===== src/rtl/tl_pkg.sv =====
// Shared TileLink-UH definitions for the error responder.
//   - A/D channel opcode constants
//   - resp_state_e : responder FSM states
//   - num_beats    : beats carried by a transfer of a given log2 size
//   - a_has_data   : A opcode carries write data
//   - d_has_data   : response to this A opcode carries data beats
//   - d_opcode_of  : A opcode to D response opcode
package tl_pkg;

  localparam logic [2:0] PUT_FULL    = 3'd0;
  localparam logic [2:0] PUT_PARTIAL = 3'd1;
  localparam logic [2:0] ARITH       = 3'd2;
  localparam logic [2:0] LOGICAL     = 3'd3;
  localparam logic [2:0] GET         = 3'd4;
  localparam logic [2:0] HINT        = 3'd5;

  localparam logic [2:0] ACCESS_ACK      = 3'd0;
  localparam logic [2:0] ACCESS_ACK_DATA = 3'd1;
  localparam logic [2:0] HINT_ACK        = 3'd2;

  typedef enum logic [1:0] {
    IDLE    = 2'd0,
    A_DRAIN = 2'd1,
    D_SEND  = 2'd2
  } resp_state_e;

  function automatic int unsigned num_beats(input int unsigned size,
                                            input int unsigned lg_beat);
    if (size <= lg_beat) return 1;
    else                 return 1 << (size - lg_beat);
  endfunction

  function automatic logic a_has_data(input logic [2:0] opcode);
    return (opcode == PUT_FULL) || (opcode == PUT_PARTIAL) ||
           (opcode == ARITH)    || (opcode == LOGICAL);
  endfunction

  // Everything except Put and Hint is answered with data beats; the two
  // opcodes illegal on UH (6, 7) are treated like a Get.
  function automatic logic d_has_data(input logic [2:0] opcode);
    return !((opcode == PUT_FULL) || (opcode == PUT_PARTIAL) || (opcode == HINT));
  endfunction

  function automatic logic [2:0] d_opcode_of(input logic [2:0] opcode);
    if ((opcode == PUT_FULL) || (opcode == PUT_PARTIAL)) return ACCESS_ACK;
    else if (opcode == HINT)                              return HINT_ACK;
    else                                                  return ACCESS_ACK_DATA;
  endfunction

endpackage


===== src/rtl/tl_error_responder.sv =====
// TileLink-UH error/denial responder. Accepts any A-channel request, drains
// the write beats of multi-beat bursts and answers with a denied D response
// of the correct length (data beats are zero and marked corrupt).
//
// Ports:
//   clock, reset                  clock, synchronous active-high reset
//   a_valid/a_ready               A beat handshake
//   a_opcode, a_size, a_source    A beat header (only the first beat is used)
//   d_valid/d_ready               D beat handshake
//   d_opcode .. d_corrupt         D beat fields, all derived from header regs
//   busy                          a transaction is in progress
//
// state   | meaning
// --------+----------------------------------------------------------
// IDLE    | waiting for the first beat of a request
// A_DRAIN | swallowing the remaining write beats of a burst
// D_SEND  | presenting denied D beats until the last one is taken
module tl_error_responder
  import tl_pkg::*;
#(
  parameter int BEAT_BYTES = 8,
  parameter int SOURCE_W   = 8,
  parameter int SIZE_W     = 4,
  parameter int CNT_W      = 12
) (
  input  logic                    clock,
  input  logic                    reset,
  input  logic                    a_valid,
  output logic                    a_ready,
  input  logic [2:0]              a_opcode,
  input  logic [SIZE_W-1:0]       a_size,
  input  logic [SOURCE_W-1:0]     a_source,
  output logic                    d_valid,
  input  logic                    d_ready,
  output logic [2:0]              d_opcode,
  output logic [1:0]              d_param,
  output logic [SIZE_W-1:0]       d_size,
  output logic [SOURCE_W-1:0]     d_source,
  output logic                    d_sink,
  output logic                    d_denied,
  output logic [8*BEAT_BYTES-1:0] d_data,
  output logic                    d_corrupt,
  output logic                    busy
);

  localparam int unsigned LG_BEAT = $clog2(BEAT_BYTES);

  resp_state_e         state, state_nxt;
  logic [CNT_W-1:0]    a_cnt, a_cnt_nxt;
  logic [CNT_W-1:0]    d_cnt, d_cnt_nxt;
  logic [2:0]          hdr_opcode;
  logic [SIZE_W-1:0]   hdr_size;
  logic [SOURCE_W-1:0] hdr_source;
  logic                hdr_ld;

  int unsigned         a_beats;
  int unsigned         hdr_beats;
  logic [CNT_W-1:0]    new_d_cnt;
  logic [CNT_W-1:0]    hdr_d_cnt;

  assign a_beats   = num_beats(32'(a_size), LG_BEAT);
  assign hdr_beats = num_beats(32'(hdr_size), LG_BEAT);
  assign new_d_cnt = d_has_data(a_opcode)   ? CNT_W'(a_beats - 1)   : '0;
  assign hdr_d_cnt = d_has_data(hdr_opcode) ? CNT_W'(hdr_beats - 1) : '0;

  always_ff @(posedge clock) begin
    if (reset) begin
      state      <= IDLE;
      a_cnt      <= '0;
      d_cnt      <= '0;
      hdr_opcode <= '0;
      hdr_size   <= '0;
      hdr_source <= '0;
    end else begin
      state <= state_nxt;
      a_cnt <= a_cnt_nxt;
      d_cnt <= d_cnt_nxt;
      if (hdr_ld) begin
        hdr_opcode <= a_opcode;
        hdr_size   <= a_size;
        hdr_source <= a_source;
      end
    end
  end

  always_comb begin
    state_nxt = state;
    a_cnt_nxt = a_cnt;
    d_cnt_nxt = d_cnt;
    hdr_ld    = 1'b0;
    a_ready   = 1'b0;
    d_valid   = 1'b0;
    case (state)
      IDLE: begin
        a_ready = 1'b1;
        if (a_valid) begin
          hdr_ld = 1'b1;
          if (a_has_data(a_opcode) && (a_beats > 1)) begin
            // first beat is being taken now, so the counter holds beats-2
            a_cnt_nxt = CNT_W'(a_beats - 2);
            state_nxt = A_DRAIN;
          end else begin
            d_cnt_nxt = new_d_cnt;
            state_nxt = D_SEND;
          end
        end
      end
      A_DRAIN: begin
        a_ready = 1'b1;
        if (a_valid) begin
          if (a_cnt == '0) begin
            d_cnt_nxt = hdr_d_cnt;
            state_nxt = D_SEND;
          end else begin
            a_cnt_nxt = a_cnt - CNT_W'(1);
          end
        end
      end
      D_SEND: begin
        d_valid = 1'b1;
        if (d_ready) begin
          if (d_cnt == '0) state_nxt = IDLE;
          else             d_cnt_nxt = d_cnt - CNT_W'(1);
        end
      end
      default: state_nxt = IDLE;
    endcase
  end

  assign d_opcode  = d_opcode_of(hdr_opcode);
  assign d_param   = '0;
  assign d_size    = hdr_size;
  assign d_source  = hdr_source;
  assign d_sink    = 1'b0;
  assign d_denied  = 1'b1;
  assign d_data    = '0;
  assign d_corrupt = d_has_data(hdr_opcode);
  assign busy      = (state != IDLE);

endmodule

===== config.mk =====
export PLATFORM = sky130hd
export DESIGN_NAME = tl_error_responder
export DESIGN_NICKNAME = d
export VERILOG_FILES = /design/src/rtl/tl_pkg.sv /design/src/rtl/tl_error_responder.sv
export SDC_FILE = /design/constraint.sdc
export NUM_CORES = 1
export LEC_CHECK = 0
export CAP_MARGIN = 20
export CORE_UTILIZATION = 46
export DETAILED_ROUTE_END_ITERATION = 8
export PLACE_DENSITY = 0.76
export SLEW_MARGIN = 15
export SYNTH_ARGS = -nofsm -noshare
export SYNTH_HDL_FRONTEND = slang
export SYNTH_SLANG_ARGS = --single-unit

===== constraint.sdc =====
create_clock -name clock -period 3.6 [get_ports clock]
set_input_delay 0.72 -clock clock [delete_from_list [all_inputs] [get_ports clock]]
set_output_delay 0.72 -clock clock [all_outputs]
set_load 0.02 [all_outputs]

# == After elaboration in Yosys (flattened, before gate mapping) ==
# Cells that the tools add are included.
# word_totals
regBits,41
word_cells,84
# classes
add_sub_neg,7
magnitude_cmp,3
eq_ne,17
shift,2
n_mux,29
n_reduce_logical,20
# op_table
operator,n
$mux 12,13
$sub 12x1->12 const B,4
$pmux 12 s3,1
$gt 32x1->1 const B,1
$mux 32,1
$shl 1x32->12 const A,1
$shl 1x32->32 const A,1
$logic_not 12->1,2
$pmux 12 s2,1
$ne 2x2->1 const B,9
$mux 2,8
$sub 12x2->12 const B,1
$reduce_and 5->1,2
$sub 4x2->5 const B,2
$le 4x2->1 const B,2
$reduce_and 7->1,1
$eq 3x1->1 const B,2
$eq 3x2->1 const B,2
$eq 3x3->1 const B,2
$logic_not 3->1,2
$logic_or 1x1->1,6
$pmux 2 s3,1
$mux 1,4
$reduce_bool 2->1,2
other kinds (7),7

# == Logic depth before layout (Yosys ltp) ==
# logic_depth
depth_word,8
ltp_mapped,14
depth_no_buf,12

# == Worst setup path after synthesis ==
# OpenSTA, ideal clock, no wires.
# synth_timing
path_kind,input to register
from,input a_size[3]
to,register d_cnt[7]
setup_ns,0.064
arrival_time_ns,3.196
required_time_ns,3.536
path_slack_ns,0.341
path_stages,14
n_path_buf,2
path_cell_list,buf_2 -> inv_1 -> ha_1 -> buf_2 -> or3b_1 -> a21oi_2 -> nand3_1 -> ha_1 -> inv_1 -> nand3_1 -> a21oi_1 -> nor4_1 -> o311a_2 -> nor2_1
# synth_between
elab_chain_cells,8
# synth_rtl
element,line_no,text
start: declaration,tl_error_responder.sv:31,"input logic [SIZE_W-1:0] a_size,"
$sub 4x2->5,tl_pkg.sv:30,else return 1 << (size - lg_beat);
$shl 1x32->32,tl_pkg.sv:30,
$mux 32 (*),tl_pkg.sv:29,if (size <= lg_beat) return 1;
"parallel branches: the longest is 5 deep, another holds $gt 32x1->1",n/a,
end signal: assignment,tl_error_responder.sv:77,d_cnt <= d_cnt_nxt;
end: declaration,tl_error_responder.sv:50,"logic [CNT_W-1:0] d_cnt, d_cnt_nxt;"
# Every way passes the cells marked *. The select of a mux whose other input is x is not followed.
# A chain may end at the register's enable or synchronous reset.

# == Worst setup path after layout ==
# layout_timing
from,input a_size[2]
to,register d_cnt[7]
# Same word-level chain as after synthesis.

==> impl_metrics.env <==
export IMPL_status="complete, no violations"
export IMPL_fin_nets=600
export IMPL_critPathKind="input pin to flip-flop"
export IMPL_final_hold_viol_count=0
export IMPL_postSynth_asyncResetShare_pct=0
export IMPL_layout_commonest_cell="conb_1"
export IMPL_syn_area_mm2=0.004009
export IMPL_synth_edff_count=0
export IMPL_rows=33
export IMPL_skew_ns=0.002846
export IMPL_clockBufferDepth=2
export IMPL_wl_per_cell_um=15.13
export IMPL_clk_pin_slew_ns=0.09
export IMPL_numCtsBuffers=5
export IMPL_grt_pass1_vias=3379
export IMPL_grt_total_usage_pct=22.95
export IMPL_io_pins=106
export IMPL_setup_violations=0
export IMPL_routed_wirelength_um=10170
export IMPL_fin_area_mm2=0.004257
export IMPL_dp_cells=664
export IMPL_worstPathArrival_ns=3.53
export IMPL_viasPerCell=5.649
export IMPL_dp_hpwl_um=7603
export IMPL_finalCritPeriodShare_pct=91.38
export IMPL_cp_end_kind="flip-flop"
export IMPL_antenna_found_initial=0
export IMPL_post_route_min_period_ns=3.290
export IMPL_synth_distinct_cells=74
export IMPL_power_leakage_nw=1.672
export IMPL_cap_viol_max_count=0
export IMPL_mostFrequentLayoutCells="69 x conb_1, 55 x nand2_1, 46 x a21oi_1"
export IMPL_worst_slack_ns=0.3104
export IMPL_hold_buffers=0
export IMPL_via_count=3796
export IMPL_hold_worst_slack_ns=0.4555
export IMPL_coreArea_mm2=0.008341
export IMPL_portBuffers=36
export IMPL_synth_top_area_cell="dfxtp_1"
export IMPL_synth_yosys_seq_area_share_pct=20.47
export IMPL_clock_sinks=41
export IMPL_synth_top_area_share_pct=20.47
export IMPL_die_x_um=95.36
export IMPL_drtAntennaViolNets=0
export IMPL_dpl_cell_area_mm2=0.004167
export IMPL_cts_tree="yes"
export IMPL_synth_cells=541
export IMPL_slew_violations=0
export IMPL_die_h_um=95.36
export IMPL_cp_max_fo=5
export IMPL_drt_initial_drc_count=344
export IMPL_slew_headroom_pct=52.85
export IMPL_grt_pass1_wl_um=16460
export IMPL_gp_congestion=0.9725
export IMPL_tightest_slew_ns=0.7051
export IMPL_clk_latency_ns=0.29
export IMPL_yosys_warnings=0
export IMPL_ys_seq_elements=41
export IMPL_p_per_area_mw_per_mm2=588.8
export IMPL_finalSetupTns_ns=0
export IMPL_cts_root_buf="clkbuf_8"
export IMPL_overflow=0
export IMPL_grt_max_degree=27
export IMPL_rsz0062_at_grt="no"
export IMPL_worst_ep_required_time_ns=3.84
export IMPL_drt_first_pass_iters=5
export IMPL_vdd_drop_max_mv=0.4490
export IMPL_start_util_pct=48.06
export IMPL_ctsResizeCount=0
export IMPL_dieArea_mm2=0.009093
export IMPL_postCtsSetupBuffers=0
export IMPL_synth_avg_cell_area_um2=7.410
export IMPL_drc=0
export IMPL_drive_gt1_share_pct=7.937
export IMPL_instances_no_fill=672
export IMPL_hold_class="flip-flop to flip-flop"
export IMPL_antenna_cells=0
export IMPL_syn_to_final_growth_pct=6.180
export IMPL_place_ws_ns=0.04019
export IMPL_synth_area_leaders="dfxtp_1 20%, buf_4 13%, a21oi_1 5.7%"
export IMPL_htree_levels=2
export IMPL_synthFlopType="dfxtp_1"
export IMPL_max_freq_mhz=304.0
export IMPL_crit_path_start_kind="input pin"
-- power by group --
group	leakage [nW]	switching, mW	internal [mW]
sequential	0.337	0.154	0.569
combinational	1.29	0.873	0.595
clock	0.0445	0.178	0.138
-- cell usage after synthesis, drive strengths merged, types with 10 or more instances --
library cell,number
nor4,11
ha,15
nor2,38
o21ai,42
dfxtp,41
clkbuf,22
a21oi,47
nor2b,12
buf,80
a31oi,10
nand2,55
xnor2,17
inv,19
-- flip-flops by register name, indices dropped and copies added, names as in the netlist --
register and cells:
state 2, d_size 4, a_cnt 12, d_cnt 12, hdr_opcode 3, d_source 8
-- worst max-delay path, stage by stage --
cell and delay [ns]:
clkdlybuf4s50_1 0.48, inv_1 0.06, ha_1 0.20, or3b_1 0.39
a21oi_2 0.28, nand3_1 0.19, ha_1 0.31, inv_1 0.15
nand3_1 0.10, a21oi_1 0.15, nor4_1 0.07, o311a_2 0.34
nor2_1 0.10
-- through the flow --
step / utilization, % / total power [mW]
after CTS: 51.04 / 2.485
after detailed placement: 49.96 / 2.168
final: 51.04 / 2.506
after global routing: 51.04 / 2.706
after floorplan: - / 1.916
after global placement: 49.96 / 2.141
-- kinds of logic (layout without fill, tap and decap cells) --
kind of cell	count (synthesis)	in the layout	share of synthesized area (%)
mux	5	5	1.280
compound gates	161	161	26.12
flops	41	41	20.47
xor+xnor	22	22	4.994
buf+inv	121	80	19.57
other cells	2	69	0.1873
fa+ha+maj	15	15	4.682
simple gates	174	174	22.69
-- final cells by class --
class	instances	area [um^2]
clock buffers	5	68.82
clock inverters	3	21.27
fillers	846	4084
inverters	19	71.32
multi-input cells	446	2655
flip-flops and latches	41	820.8
well taps	105	131.4
repair buffers	53	488.0
-- metal layers --
metal,part of all wire (%),global-route usage (%)
met5,0,0
met4,1.3,4.545
met3,5.9,3.030
met2,49,38.69
met1,43,31.16
-- path summary, 6_finish.rpt --
| check | startpoint | endpoint | slack (ns) | cells past startpoint |
|---|---|---|---|---|
| setup / recovery | a_size[2] | d_cnt[7]$_SDFFE_PP0P_ | 0.31 | 13 |
| hold / removal | d_source[4]$_SDFFE_PP0P_ | d_source[4]$_SDFFE_PP0P_ | 0.46 | 2 |
| hold reg to reg | d_source[4]$_SDFFE_PP0P_ | d_source[4]$_SDFFE_PP0P_ | 0.46 | 2 |
| setup reg to reg | d_size[0]$_SDFFE_PP0P_ | d_cnt[4]$_SDFFE_PP0P_ | 0.95 | 10 |
Note: power is estimated with default switching activity, not from simulation.
